File: src/rtl/mppt_tracker.sv
// MPPT control-value generator: prescaled voltage-window or perturb-and-observe
// stepping of a saturated duty value, plus hysteretic capacitor/power status flags.
module mppt_tracker #(
  parameter int DATA_W   = 8,
  parameter int VAL_W    = 10,
  parameter int VAL_INIT = 500,
  parameter int VAL_MIN  = 1,
  parameter int VAL_MAX  = 1022,
  parameter int STEP     = 1,
  parameter int PRESCALE = 1024,
  parameter int V_HI     = 190,
  parameter int V_LO     = 175,
  parameter int CAP_CHG  = 128,
  parameter int CAP_5    = 71,
  parameter int CAP_7    = 110,
  parameter int P_HIGH   = 7000,
  parameter int HYST     = 4
) (
  input  logic                clk,
  input  logic                rst_n,
  input  logic                sample_valid,
  input  logic [DATA_W-1:0]   V_panel,
  input  logic [DATA_W-1:0]   I_panel,
  input  logic [DATA_W-1:0]   V_cap,
  input  logic [2:0]          state_number,
  input  logic                mode,
  output logic [VAL_W-1:0]    val,
  output logic                val_update,
  output logic                dir_up,
  output logic [2*DATA_W-1:0] p_in,
  output logic                cap_charged,
  output logic                cap_over5,
  output logic                PV_power_high,
  output logic                pwr_low
);

  localparam int P_W   = 2 * DATA_W;
  localparam int CNT_W = (PRESCALE > 2) ? $clog2(PRESCALE) : 1;

  localparam logic [P_W-1:0] CHG_SET = P_W'(CAP_CHG);
  localparam logic [P_W-1:0] CHG_CLR = P_W'(CAP_CHG - HYST);
  localparam logic [P_W-1:0] C5_SET  = P_W'(CAP_5);
  localparam logic [P_W-1:0] C5_CLR  = P_W'(CAP_5 - HYST);
  localparam logic [P_W-1:0] C7_SET  = P_W'(CAP_7);
  localparam logic [P_W-1:0] C7_CLR  = P_W'(CAP_7 - HYST);
  localparam logic [P_W-1:0] PH_SET  = P_W'(P_HIGH);
  localparam logic [P_W-1:0] PH_CLR  = P_W'(P_HIGH - HYST);

  localparam logic signed [VAL_W+1:0] MAX_S  = (VAL_W+2)'(VAL_MAX);
  localparam logic signed [VAL_W+1:0] MIN_S  = (VAL_W+2)'(VAL_MIN);
  localparam logic signed [VAL_W+1:0] STEP_S = (VAL_W+2)'(STEP);

  // One step in the given direction, clamped in a widened signed domain so
  // neither end can wrap around.
  function automatic logic [VAL_W-1:0] sat_step(input logic [VAL_W-1:0] cur,
                                                 input logic up);
    logic signed [VAL_W+1:0] t;
    t = $signed({2'b00, cur});
    t = up ? (t + STEP_S) : (t - STEP_S);
    if (t > MAX_S) t = MAX_S;
    if (t < MIN_S) t = MIN_S;
    return t[VAL_W-1:0];
  endfunction

  function automatic logic hyst(input logic [P_W-1:0] x,
                                input logic [P_W-1:0] set_thr,
                                input logic [P_W-1:0] clr_thr,
                                input logic cur);
    if (x > set_thr)      return 1'b1;
    else if (x < clr_thr) return 1'b0;
    else                  return cur;
  endfunction

  logic [CNT_W-1:0]  cnt;
  logic              tick;
  logic              have_sample;
  logic [DATA_W-1:0] v_panel_p1;
  logic [P_W-1:0]    p_next;
  logic [P_W-1:0]    vcap_ext;
  logic [P_W-1:0]    prev_p;
  logic              prev_valid;
  logic [2:0]        state_q;
  logic              mode_q;
  logic              cap_over7;
  logic              track;
  logic              changed;
  logic              upd_en;
  logic [VAL_W-1:0]  val_next;
  logic              dir_next;
  logic              prev_valid_next;
  logic              chg_n, c5_n, c7_n, ph_n;

  assign tick     = (cnt == CNT_W'(PRESCALE - 1));
  assign p_next   = {{DATA_W{1'b0}}, V_panel} * {{DATA_W{1'b0}}, I_panel};
  assign vcap_ext = {{DATA_W{1'b0}}, V_cap};

  always_comb begin
    chg_n = hyst(vcap_ext, CHG_SET, CHG_CLR, cap_charged);
    c5_n  = hyst(vcap_ext, C5_SET,  C5_CLR,  cap_over5);
    c7_n  = hyst(vcap_ext, C7_SET,  C7_CLR,  cap_over7);
    ph_n  = hyst(p_next,   PH_SET,  PH_CLR,  PV_power_high);
  end

  // Tracking decision; a state or mode change restarts P&O before any step.
  always_comb begin
    track           = (state_number == 3'd1) || (state_number == 3'd2) ||
                      (state_number == 3'd3);
    changed         = (state_number != state_q) || (mode != mode_q);
    upd_en          = tick && have_sample && track && !changed;
    val_next        = val;
    dir_next        = dir_up;
    prev_valid_next = prev_valid;
    if (changed) begin
      dir_next        = 1'b1;
      prev_valid_next = 1'b0;
    end else if (upd_en) begin
      if (!mode) begin
        if (v_panel_p1 > DATA_W'(V_HI))      val_next = sat_step(val, 1'b1);
        else if (v_panel_p1 < DATA_W'(V_LO)) val_next = sat_step(val, 1'b0);
      end else begin
        prev_valid_next = 1'b1;
        if (!prev_valid || (p_in > prev_p)) begin
          val_next = sat_step(val, dir_up);
        end else if (p_in < prev_p) begin
          dir_next = !dir_up;
          val_next = sat_step(val, !dir_up);
        end
        if (val_next == VAL_W'(VAL_MAX))      dir_next = 1'b0;
        else if (val_next == VAL_W'(VAL_MIN)) dir_next = 1'b1;
      end
    end
  end

  // Stage p0 -> p1: sample capture and status flags
  always_ff @(posedge clk) begin
    if (sample_valid) v_panel_p1 <= V_panel;
  end

  always_ff @(posedge clk or negedge rst_n) begin
    if (!rst_n) begin
      p_in          <= '0;
      cap_charged   <= 1'b0;
      cap_over5     <= 1'b0;
      cap_over7     <= 1'b0;
      PV_power_high <= 1'b0;
      pwr_low       <= 1'b0;
    end else if (sample_valid) begin
      p_in          <= p_next;
      cap_charged   <= chg_n;
      cap_over5     <= c5_n;
      cap_over7     <= c7_n;
      PV_power_high <= ph_n;
      pwr_low       <= ~ph_n & ~c7_n;
    end
  end

  // Stage p1 -> output: prescaler and control value update
  always_ff @(posedge clk or negedge rst_n) begin
    if (!rst_n) begin
      cnt         <= '0;
      have_sample <= 1'b0;
      val         <= VAL_W'(VAL_INIT);
      val_update  <= 1'b0;
      dir_up      <= 1'b1;
      prev_valid  <= 1'b0;
      prev_p      <= '0;
      state_q     <= 3'd0;
      mode_q      <= 1'b0;
    end else begin
      cnt <= tick ? '0 : cnt + 1'b1;
      if (tick)              have_sample <= sample_valid;
      else if (sample_valid) have_sample <= 1'b1;
      val        <= val_next;
      val_update <= (val_next != val);
      dir_up     <= dir_next;
      prev_valid <= prev_valid_next;
      if (upd_en && mode) prev_p <= p_in;
      state_q    <= state_number;
      mode_q     <= mode;
    end
  end

endmodule

File: config.mk
export PLATFORM = sky130hd
export DESIGN_NAME = mppt_tracker
export DESIGN_NICKNAME = d
export VERILOG_FILES = /design/src/rtl/mppt_tracker.sv
export SDC_FILE = /design/constraint.sdc
export NUM_CORES = 1
export LEC_CHECK = 0
export ABC_CLOCK_PERIOD_IN_PS = 9100
export BUFFER_PORTS_ARGS = -buffer_cell sky130_fd_sc_hd__clkbuf_2
export CAP_MARGIN = 0
export CORE_MARGIN = 2
export CORE_UTILIZATION = 33
export CTS_CLUSTER_SIZE = 25
export DETAILED_ROUTE_END_ITERATION = 10
export PLACE_DENSITY = 0.51
export SYNTH_ARGS = -nofsm -noshare
export SYNTH_HDL_FRONTEND = slang
export SYNTH_SLANG_ARGS = --single-unit
File: constraint.sdc
create_clock -name clk -period 9.1 [get_ports clk]
set_clock_uncertainty 0.15 [all_clocks]
set_input_delay 1.365 -clock clk [delete_from_list [all_inputs] [get_ports clk]]
set_output_delay 1.365 -clock clk [all_outputs]
set_load 0.02 [all_outputs]
==> summary.txt, run 1 <==
Worst setup path
  • Delay-heaviest family, CP: adder cells
  • Worst Path Buf+Inv: 3
  • Worst path cell trace: clkbuf_2 -> and2_1 -> fa_1 -> fa_1 -> inv_1 -> fa_1 -> fa_1 -> inv_1 -> ha_1 -> a21oi_1 -> o21bai_1 -> a21oi_1 -> o21bai_1 -> a211oi_1 -> o21bai_1 -> a21oi_1 -> xnor2_1 -> nand4_1 -> o32ai_1
  • CP Launch Point: I_panel[4]
  • Crit-path max FO: 8
  • Most common cell on crit path: fa_1
  • FF-to-FF Start: val[0]
  • Worst setup SP type: primary input
  • Worst R2R Path Depth: 15
  • Worst flop-to-flop path endpoint: val_update
  • Critical path's slowest cell: fa_1
  • R2r setup slk: 3890 ps
  • WP data required: 9180 ps
  • Crit path DAT: 6050 ps
  • CP Capture Point: pwr_low
  • Kind of critical path: primary input to flip-flop
  • CP Depth: 19
  • Setup crit end kind: flip-flop
  • Crit path largest cell delay: 540 ps

Clock network
  • CTS tree: done
  • Post-CTS setup buffer count: 0
  • CTS sink count: 73
  • Bufs on Longest Clock Path: 2
  • CTS Hold Buffers Added: 0
  • CTS resizes: 0
  • Htree depth: 3
  • Clock tree root driver cell: clkbuf_16
  • Reg clk slew, reported paths: 60 ps
  • Skew-Pair Late Insertion Delay: 330 ps
  • Total CTS buffers: 9

Power and ir drop
  • Cell Pwr Density: 163 nW/µm²
  • Max rail drop VDD: 0.169 mV
  • Leakage: approximately 3.8 nW

Synthesis
  • Synth warn: 0
  • Synth top area share: 0.188
  • Cell Area, Synth: 7730 µm²
  • Compound-cell area share of the yosys netlist: 0.185
  • Primary FF master, synth: dfrtp_1
  • Xor/xnor cell area share of the yosys netlist: 0.0442
  • Top-count cell post-synth: nand2_1
  • Syn Inst Count: around 920
  • Largest family of logic cells by synthesized area: simple AND/OR/NAND/NOR gates
  • Synth area leader: dfrtp_1
  • Post-synthesis sequential area ratio: 0.243
  • Synth unique cells: 76
  • Mapped Avg Cell Area: 8.45 µm²
  • Synth Area in Adders: 0.185
  • Async set-reset flop share out of synthesis: 0.890
  • Synth Area in Simple Gates: 0.230
  • Mux contribution to synthesized area: 0.0487
  • Synth area leaders: dfrtp_1, fa_1, ha_1
  • Syn_nets: 1039
  • EDFF count, synth: 8
  • Commonest cells in the netlist: nand2_1, inv_1, dfrtp_1
  • Flops & latches, synth: 73

STA
  • # setup viols final: 0
  • RSZ-0062 raised after global routing: no
  • Final period util: 0.656
  • Max-slew headroom: 0.416
  • Max Slew Vio Count: 0
  • Slew @ Worst Pin: 873 ps
  • Setup TNS: 0 ps
  • Final Hold Vio Count: 0
  • Minimum clock period: 5970 ps
  • Maximum clock frequency: 0.167 GHz

Global route
  • Gr ovfl total: 0
  • GR Util All Layers: 0.191
  • Pin count of the biggest net entering global routing: 66
  • First-pass GRT wire length: between 30000 and 40000 µm
  • Vias in the first global route: between 6000 and 7000
  • Antenna violations before repair: 0

Detailed routing
  • Antenna violation net count after detailed routing: 0
  • Initial DRC Count: 512
  • # DRC: 0
  • Via count: 6985
  • WL final: 22900 µm
  • Routed len/inst: between 15 and 20 µm
  • Via/cell ratio: 5.49
  • DRT Pass-1 Iters: 5

Placed design
  • GP Congestion: between 0.8 and 0.9
  • Cells after DPL: 1257
  • Final HPWL DP: 16900 µm
  • Number of buffers added on ports: 62

Job
  • Max-Cap Viols: 0

Final layout
  • Layout cells sized above 1: 0.137
  • Non-filler cells, final: 1272
  • Post-layout util: 0.370
  • Final net count: between 1000 and 1500
  • Area Overhead vs Synth: 11.2%
  • Multi-input logic area: 5360 µm²
  • Number of diodes: 0
  • Fill count: 2456
  • FF+latch area: 1880 µm²

Floorplanning
  • Die Area: 24700 µm²
  • Die H: 157 µm
  • Initial core utilization: 0.332
  • Top Ports: between 60 and 70
  • Core Rows: 56
  • Core Area: between 20000 and 25000 µm²
  • Die width: 157 µm

Status
  • Status: complete, no violations

Worst hold path
  • Worst hold path type: flip-flop to flip-flop
## layout make-up
type,instances,share of cell area
tap,319,0.0464
clock buffer,9,0.0262
timing repair buffer,70,0.0431
clock inverter,6,0.00786
sequential,73,0.218
inverter,81,0.0354
multi-input combinational,714,0.623
## report_power, final
part           switching (mW)  internal (mW)
clock                   0.139          0.211
combinational           0.365          0.268
sequential             0.0457          0.371
## kinds of logic after synthesis
family,count (synthesis)
DFF,73
AOI/OAI and AO/OA,216
and+or+nand+nor,332
adders and majority gates,93
muxes,34
xor gates and xnor gates,39
buffers and inverters,128
## flip-flops by register name, indices dropped and copies added (netlist names)
signal and cells:
dir_up 1, val_update 1, cap_charged 1, have_sample 1, v_panel_p1 8, prev_p 16, cap_over7 1, pwr_low 1
p_in 16, cap_over5 1, cnt 10, val 10, mode_q 1, state_q 3, PV_power_high 1, prev_valid 1
## how the worst min path moves through the flow
stage | to | cells past startpoint | slack (ps) | from
global placement | prev_p[0] | 2 | 320 | prev_p[0]
finish | cnt[0] | 1 | 330 | cnt[0]
detailed placement | prev_p[0] | 2 | 330 | prev_p[0]
floorplan | cnt[9] | 1 | 300 | cnt[9]
CTS | cnt[9] | 1 | 340 | cnt[9]
global route | cnt[6] | 1 | 350 | cnt[6]
## metal layers
layer	wire, µm	up-vias	GRT usage
li1	-	3346	-
met1	10300	3392	0.255
met2	10600	213	0.314
met3	1420	34	0.0344
met4	473	0	0.0580
met5	0	-	0
## cells in the final DEF (no fill, tap or decap), drive strengths merged, types with 25 or more instances in the layout
master | synthesis | final
nand2 | 83 | 83
inv | 80 | 81
clkbuf | 32 | 70
dfrtp | 58 | 58
ha | 57 | 57
nor2 | 54 | 54
a21oi | 54 | 54
o21ai | 47 | 47
and2 | 41 | 41
fa | 36 | 36
mux2 | 29 | 29
xnor2 | 27 | 27
nand3 | 25 | 25
## per-stage QoR
stage	instance area, µm²	hold slack, ps	power [mW]	setup slack (ps)
2_1_floorplan	7730	299	0.863	3320
3_3_place_gp	8310	320	1.06	2900
3_5_place_dp	8310	326	1.06	2790
4_1_cts	8600	337	1.42	3130
5_1_grt	8600	348	1.52	2800
6_report	8600	334	1.40	3130
Note: power is estimated with default switching activity, not from simulation.
==> run 2: changes to the inputs <==
--- a/config.mk
+++ b/config.mk
@@ -5,7 +5,8 @@
 export SDC_FILE = /design/constraint.sdc
 export NUM_CORES = 1
 export LEC_CHECK = 0
-export ABC_CLOCK_PERIOD_IN_PS = 9100
+export ABC_AREA = 1
+export ABC_CLOCK_PERIOD_IN_PS = 5650
 export BUFFER_PORTS_ARGS = -buffer_cell sky130_fd_sc_hd__clkbuf_2
 export CAP_MARGIN = 0
 export CORE_MARGIN = 2
==> constraint.sdc (replaced) <==
create_clock -name clk -period 5.65 [get_ports clk]
set_clock_uncertainty 0.15 [all_clocks]
set_input_delay 0.8475 -clock clk [delete_from_list [all_inputs] [get_ports clk]]
set_output_delay 0.8475 -clock clk [all_outputs]
set_load 0.02 [all_outputs]
==> run 2 against run 1 <==
- synthesized area fell by 2.4%
- power is 53% higher
- clock power is 75% higher
- critical path depth rose by 8
- clock-buffer cell count grew 1
==> summary.txt, run 2 <==
STA
  • Max Slew Vio Count: 0 (unchanged)
  • Max-slew headroom: 0.370 (-0.0460)
  • RSZ-0062 raised after global routing: no
  • Slew @ Worst Pin: 936 ps (+62.3 ps)
  • Final Hold Vio Count: 0 (unchanged)
  • # setup viols final: 0 (unchanged)
  • Maximum clock frequency: 0.192 GHz
  • Setup TNS: 0 ps (unchanged)
  • Minimum clock period: 5200 ps
  • Final period util: 0.920

Worst setup path
  • Crit path DAT: 5270 ps (-780 ps)
  • R2r setup slk: 1840 ps (-2050 ps)
  • CP Capture Point: pwr_low
  • Worst R2R Path Depth: 22 (+7)
  • FF-to-FF Start: val[1]
  • Most common cell on crit path: nand2_1
  • CP Depth: 27 (+8)
  • Crit-path max FO: 8 (unchanged)
  • Crit path largest cell delay: 550 ps (about the same)
  • Setup crit end kind: flip-flop
  • Critical path's slowest cell: fa_1
  • CP Launch Point: I_panel[4]
  • Delay-heaviest family, CP: adder cells
  • WP data required: 5720 ps (-3460 ps)
  • Worst setup SP type: primary input
  • Worst Path Buf+Inv: 5 (+2)
  • Worst flop-to-flop path endpoint: val_update
  • Kind of critical path: primary input to flip-flop

Final layout
  • Layout cells sized above 1: 0.135 (-0.00288)
  • Final net count: 1241 (+16%)
  • Fill count: 2433 (-0.94%)
  • Area Overhead vs Synth: 11.5%
  • Most common cell after layout, fill and taps aside: nand2_1
  • Most frequent cells in the layout: nand2_1, inv_1, nand3_1
  • Number of diodes: 0 (unchanged)
  • Top flop regs: p_in: 16 flops, prev_p: 16 flops
  • Non-filler cells, final: 1407 (+11%)

Placed design
  • Cells after DPL: 1391 (+11%)
  • GP Congestion: 0.910 (+1.4%)
  • Number of buffers added on ports: 62 (unchanged)
  • Final HPWL DP: 16600 µm (-1.5%)

Floorplanning
  • Core Rows: 55 (-1.8%)
  • Initial core utilization: 0.334 (+0.00202)
  • Die H: 155 µm (-1.2%)
  • Die width: 155 µm (-1.2%)
  • Core Area: 22600 µm² (-3.0%)
  • Top Ports: 63 (unchanged)
  • Die Area: 24100 µm² (-2.3%)

Clock network
  • Reg clk slew, reported paths: 60 ps (about the same)
  • Skew-Pair Late Insertion Delay: 340 ps (about the same)
  • CTS tree: done
  • CTS sink count: 73 (unchanged)
  • Clock tree root driver cell: clkbuf_16
  • CTS Hold Buffers Added: 0 (unchanged)
  • Bufs on Longest Clock Path: 2 (unchanged)
  • Htree depth: 3 (unchanged)
  • Total CTS buffers: 9 (unchanged)

Global route
  • GR Util All Layers: 0.178 (-0.0126)
  • Vias in the first global route: 6768 (-2.8%)
  • Gr ovfl total: 0 (unchanged)
  • Pin count of the biggest net entering global routing: 66 (unchanged)
  • First-pass GRT wire length: 34500 µm (-7.6%)
  • Antenna violations before repair: 0 (unchanged)

Synthesis
  • Synth top area share: 0.192 (+0.00458)
  • Commonest cells in the netlist: nand2_1, inv_1, nand3_1
  • EDFF count, synth: 8 (unchanged)
  • Async set-reset flop share out of synthesis: 0.890 (unchanged)
  • Primary FF master, synth: dfrtp_1
  • Cell Area, Synth: 7550 µm² (-2.4%)
  • Synth unique cells: 59 (-22%)
  • Mapped Avg Cell Area: 7.01 µm² (-17%)
  • Top-count cell post-synth: nand2_1
  • Synth warn: 0 (unchanged)
  • Syn_nets: 1201 (+16%)
  • Post-synthesis sequential area ratio: 0.249 (+0.00591)
  • Synth area leader: dfrtp_1
  • Syn Inst Count: 1077 (+18%)
  • Synth area leaders: dfrtp_1, nand2_1, fa_1
  • Flops & latches, synth: 73 (unchanged)

Detailed routing
  • Via count: 6819 (-2.4%)
  • Initial DRC Count: 399 (-22%)
  • Antenna violation net count after detailed routing: 0 (unchanged)
  • DRT Pass-1 Iters: 5 (unchanged)
  • WL final: 20600 µm (-9.7%)
  • Routed len/inst: 14.7 µm (-18%)
  • # DRC: 0 (unchanged)
  • Via/cell ratio: 4.85 (-12%)

Power and ir drop
  • Max rail drop VDD: 0.153 mV (-9.8%)
  • Cell Pwr Density: 254 nW/µm² (+56%)
  • Leakage: 4.65 nW (+22%)

Worst hold path
  • Worst hold path type: flip-flop to flip-flop

Job
  • Max-Cap Viols: 0 (unchanged)

Status
  • Status: complete, no violations
==> run 2: repair_timing <==
item	in CTS	in global routing
gates resized for setup	0	1
endpoints found under the setup margin	0	1
buffers inserted	0	0
==> run 2: layout make-up <==
cell class	count	area (µm²)	share of cell area
clock buffer	10	229	0.0272
clock inverter	6	88.8	0.0106
inverter	171	644	0.0766
multi-input combinational	793	4850	0.577
sequential	73	1880	0.223
tap	285	357	0.0424
timing repair buffer	69	365	0.0434
==> run 2: worst reg2reg max path, cell delays in order, from the launching register on <==
cell and delay, ps:
dfrtp_1 730, inv_1 240, ha_1 510, xor2_1 360, nand2_1 90, nor2_1 120
nand3_1 100, nor3_2 140, nand3_2 100, nand2_2 90, nand2_4 90, nand2_1 70
nand2_1 50, nand2_1 70, nand2_1 70, nand2_1 60, nand2_1 110, nand2_1 130
nand3_1 100, o21ai_2 110, nor2_1 50, nor2_1 90, nand3_1 70
==> run 2: how the worst min path moves through the flow <==
| stage | start | to | slack, ps | cells past startpoint |
|---|---|---|---|---|
| 4_1_cts | have_sample | have_sample | 330 | 2 |
| 5_1_grt | pwr_low | pwr_low | 350 | 1 |
| 3_5_place_dp | have_sample | have_sample | 320 | 2 |
| 2_1_floorplan | have_sample | have_sample | 290 | 2 |
| 6_report | have_sample | have_sample | 330 | 2 |
| 3_3_place_gp | have_sample | have_sample | 310 | 2 |
==> run 2: power by group <==
group / internal, mW / switching (mW)
Sequential: 0.592 / 0.0729
Combinational: 0.331 / 0.528
Clock: 0.389 / 0.227
==> run 2: cells by family after synthesis <==
family / Yosys count / synth area share
DFF: 73 / 0.249
adders and majority gates: 93 / 0.190
xor gates and xnor gates: 18 / 0.0209
and+or+nand+nor: 543 / 0.325
buffers and inverters: 211 / 0.109
AOI/OAI and AO/OA: 137 / 0.103
muxes: 2 / 0.00282
==> run 2: per-layer routing <==
metal | GRT usage | vias to the layer above | share of wire
met3 | 0.0170 | 24 | 0.032
met5 | 0 | - | 0
li1 | - | 3525 | -
met1 | 0.244 | 3142 | 0.49
met4 | 0.0577 | 0 | 0.018
met2 | 0.298 | 128 | 0.46
==> run 2: per-stage QoR <==
| stage | power [mW] | util | area [µm²] | hold slack, ps | setup slack (ps) |
|---|---|---|---|---|---|
| 2_1_floorplan | 1.29 | - | 7550 | 293 | 351 |
| 3_3_place_gp | 1.54 | 0.358 | 8090 | 310 | 140 |
| 3_5_place_dp | 1.54 | 0.358 | 8090 | 317 | 46.2 |
| 4_1_cts | 2.18 | 0.373 | 8410 | 332 | 402 |
| 5_1_grt | 2.33 | 0.373 | 8410 | 349 | 34.6 |
| 6_report | 2.14 | 0.373 | 8410 | 330 | 453 |
==> run 3: changes to the inputs <==
--- a/config.mk
+++ b/config.mk
@@ -13,6 +13,7 @@
 export CORE_UTILIZATION = 33
 export CTS_CLUSTER_SIZE = 25
 export DETAILED_ROUTE_END_ITERATION = 10
+export MAX_ROUTING_LAYER = met4
 export PLACE_DENSITY = 0.51
 export SYNTH_ARGS = -nofsm -noshare
 export SYNTH_HDL_FRONTEND = slang
==> run 3 against run 2 <==
- clock power grew 15%
- first-iteration DRC count rose by 12%
- via count increased by 1.9%
- final area increased by 0.68%
- register-to-register slack better by 30 ps
- sequential share of layout area down 0.15 points
- worst hold slack lost 1.2 ps
- power up 4.2%
- wire length rose by 1.1%
- largest cell class unchanged
==> summary.txt, run 3 (synthesized netlist as in run 2, its figures left out) <==
Status
  • Status: complete, no violations

Floorplanning
  • Core Rows: 55 (unchanged)
  • Die H: 155 µm (unchanged)
  • Die Area: 24100 µm² (unchanged)
  • Initial core utilization: 0.334 (unchanged)
  • Top Ports: 63 (unchanged)
  • Core Area: 22600 µm² (unchanged)
  • Die width: 155 µm (unchanged)

STA
  • Final WS setup: 450 ps (-3.42 ps)
  • Maximum clock frequency: 0.192 GHz (about the same)
  • Setup TNS: 0 ps (unchanged)
  • Slew @ Worst Pin: 928 ps (-7.36 ps)
  • Minimum clock period: 5200 ps (+3.42 ps)
  • Max-slew headroom: 0.375 (+0.00496)
  • RSZ-0062 raised after global routing: no
  • Final period util: 0.920 (about the same)
  • Final Hold Vio Count: 0 (unchanged)
  • # setup viols final: 0 (unchanged)
  • Max Slew Vio Count: 0 (unchanged)

Worst setup path
  • CP Capture Point: pwr_low
  • Most common cell on crit path: nand2_1
  • Delay-heaviest family, CP: adder cells
  • Crit path largest cell delay: 540 ps (about the same)
  • CP Launch Point: I_panel[4]
  • Worst Path Buf+Inv: 5 (unchanged)
  • Critical path's slowest cell: fa_1
  • Setup crit end kind: flip-flop
  • Worst R2R Path Depth: 22 (unchanged)
  • Kind of critical path: primary input to flip-flop
  • Worst setup SP type: primary input
  • R2r setup slk: 1870 ps (+30 ps)
  • CP Depth: 27 (unchanged)
  • Crit-path max FO: 8 (unchanged)
  • Worst flop-to-flop path endpoint: val_update
  • Crit path DAT: 5270 ps (about the same)
  • FF-to-FF Start: val[1]
  • WP data required: 5720 ps (about the same)

Clock network
  • CTS tree: done
  • Clock tree root driver cell: clkbuf_16
  • Total CTS buffers: 9 (unchanged)
  • CTS sink count: 73 (unchanged)
  • Reg clk slew, reported paths: 60 ps (about the same)
  • Post-CTS setup buffer count: 0 (unchanged)
  • CTS Hold Buffers Added: 0 (unchanged)
  • Bufs on Longest Clock Path: 2 (unchanged)
  • CTS resizes: 0 (unchanged)
  • Skew-Pair Late Insertion Delay: 340 ps (about the same)
  • Htree depth: 3 (unchanged)

Power and ir drop
  • Sw Pwr: 0.836 mW (+0.93%)
  • Comb power frac: 0.386 (-0.016)
  • Leakage: 4.68 nW (+0.69%)
  • Sw frac: 0.375 (-0.0121)
  • Flop pwr share: 0.297 (-0.014)
  • Max rail drop VDD: 0.167 mV (+9.7%)
  • Internal power: 1.39 mW (+6.2%)
  • Cell Pwr Density: 263 nW/µm² (+3.5%)
  • Clock share of power: 0.317 (+0.029)

Global route
  • GR Util All Layers: 0.186 (+0.00817)
  • Antenna violations before repair: 0 (unchanged)
  • Vias in the first global route: 6829 (+0.90%)
  • Pin count of the biggest net entering global routing: 66 (unchanged)
  • First-pass GRT wire length: 35000 µm (+1.4%)
  • Gr ovfl total: 0 (unchanged)

Detailed routing
  • Via/cell ratio: 4.93 (+1.8%)
  • Via count: 6947 (+1.9%)
  • Routed len/inst: 14.8 µm (+1.0%)
  • DRT Pass-1 Iters: 5 (unchanged)
  • # DRC: 0 (unchanged)
  • Antenna violation net count after detailed routing: 0 (unchanged)
  • WL final: 20900 µm (+1.1%)
  • Initial DRC Count: 447 (+12%)

Final layout
  • Number of diodes: 0 (unchanged)
  • Fill count: 2432 (-0.041%)
  • Most common cell after layout, fill and taps aside: nand2_1
  • Multi-input logic area: 4850 µm² (about the same)
  • Area Overhead vs Synth: 12.2%
  • FF+latch area: 1880 µm² (unchanged)
  • Most frequent cells in the layout: nand2_1, inv_1, nand3_1
  • Final net count: 1242 (+0.081%)
  • Layout cells sized above 1: 0.135 (+0.000771)
  • Top flop regs: p_in: 16 flops, prev_p: 16 flops

Placed design
  • Dpl ws: 75.5 ps (+29.3 ps)
  • GP Congestion: 0.932 (+2.4%)
  • Number of buffers added on ports: 62 (unchanged)
  • Final HPWL DP: 16800 µm (+0.73%)

Job
  • Max-Cap Viols: 0 (unchanged)

Worst hold path
  • Worst hold path type: flip-flop to flip-flop
run 3: final cells by class:
type | count | share of cell area
clock buffer | 11 | 0.0312
inverter | 171 | 0.0761
clock inverter | 5 | 0.0127
multi-input combinational | 793 | 0.573
timing repair buffer | 70 | 0.0440
tap | 285 | 0.0421
sequential | 73 | 0.221
run 3: power groups by stage:
stage / Clock (mW) / Combinational [mW] / Sequential (mW)
after floorplan: 0 / 0.577 / 0.711
after CTS: 0.727 / 0.874 / 0.666
after global placement: 0 / 0.864 / 0.676
after global routing: 0.745 / 0.998 / 0.675
final: 0.706 / 0.861 / 0.663
after detailed placement: 0 / 0.869 / 0.675
run 3: worst min path at each step:
stage	cells after the start	slack [ps]	start	endpoint
2_1_floorplan	2	290	have_sample	have_sample
3_3_place_gp	2	310	have_sample	have_sample
3_5_place_dp	2	320	have_sample	have_sample
4_1_cts	2	330	have_sample	have_sample
5_1_grt	1	370	pwr_low	pwr_low
6_report	2	330	have_sample	have_sample
run 3: worst reg2reg max path, cell delays in order, from the launching register on:
cell and delay, ps:
dfrtp_1 730, inv_1 250, ha_1 530, xor2_1 340
nand2_1 80, nor2_1 110, nand3_1 100, nor3_2 140
nand3_2 100, nand2_2 90, nand2_4 90, nand2_1 80
nand2_1 50, nand2_1 60, nand2_1 60, nand2_1 60
nand2_1 100, nand2_1 110, nand3_1 110, o21ai_2 80
nor2_1 50, nor2_1 100, nand3_1 80
run 3: metal layers:
| layer | vias up | track usage | part of all wire |
|---|---|---|---|
| li1 | 3520 | - | - |
| met1 | 3232 | 0.251 | 0.47 |
| met2 | 162 | 0.294 | 0.46 |
| met5 | - | - | 0 |
| met4 | 0 | 0.0642 | 0.026 |
| met3 | 33 | 0.0189 | 0.042 |
run 3: per-stage QoR:
stage	hold WS, ps	utilization	std cells	instance area [µm²]	power [mW]
detailed placement	319	0.359	1392	8100	1.54
global route	366	0.375	1408	8470	2.42
finish	328	0.375	1408	8470	2.23
global placement	310	0.359	1392	8100	1.54
CTS	334	0.375	1408	8470	2.27
floorplan	293	-	1077	7550	1.29
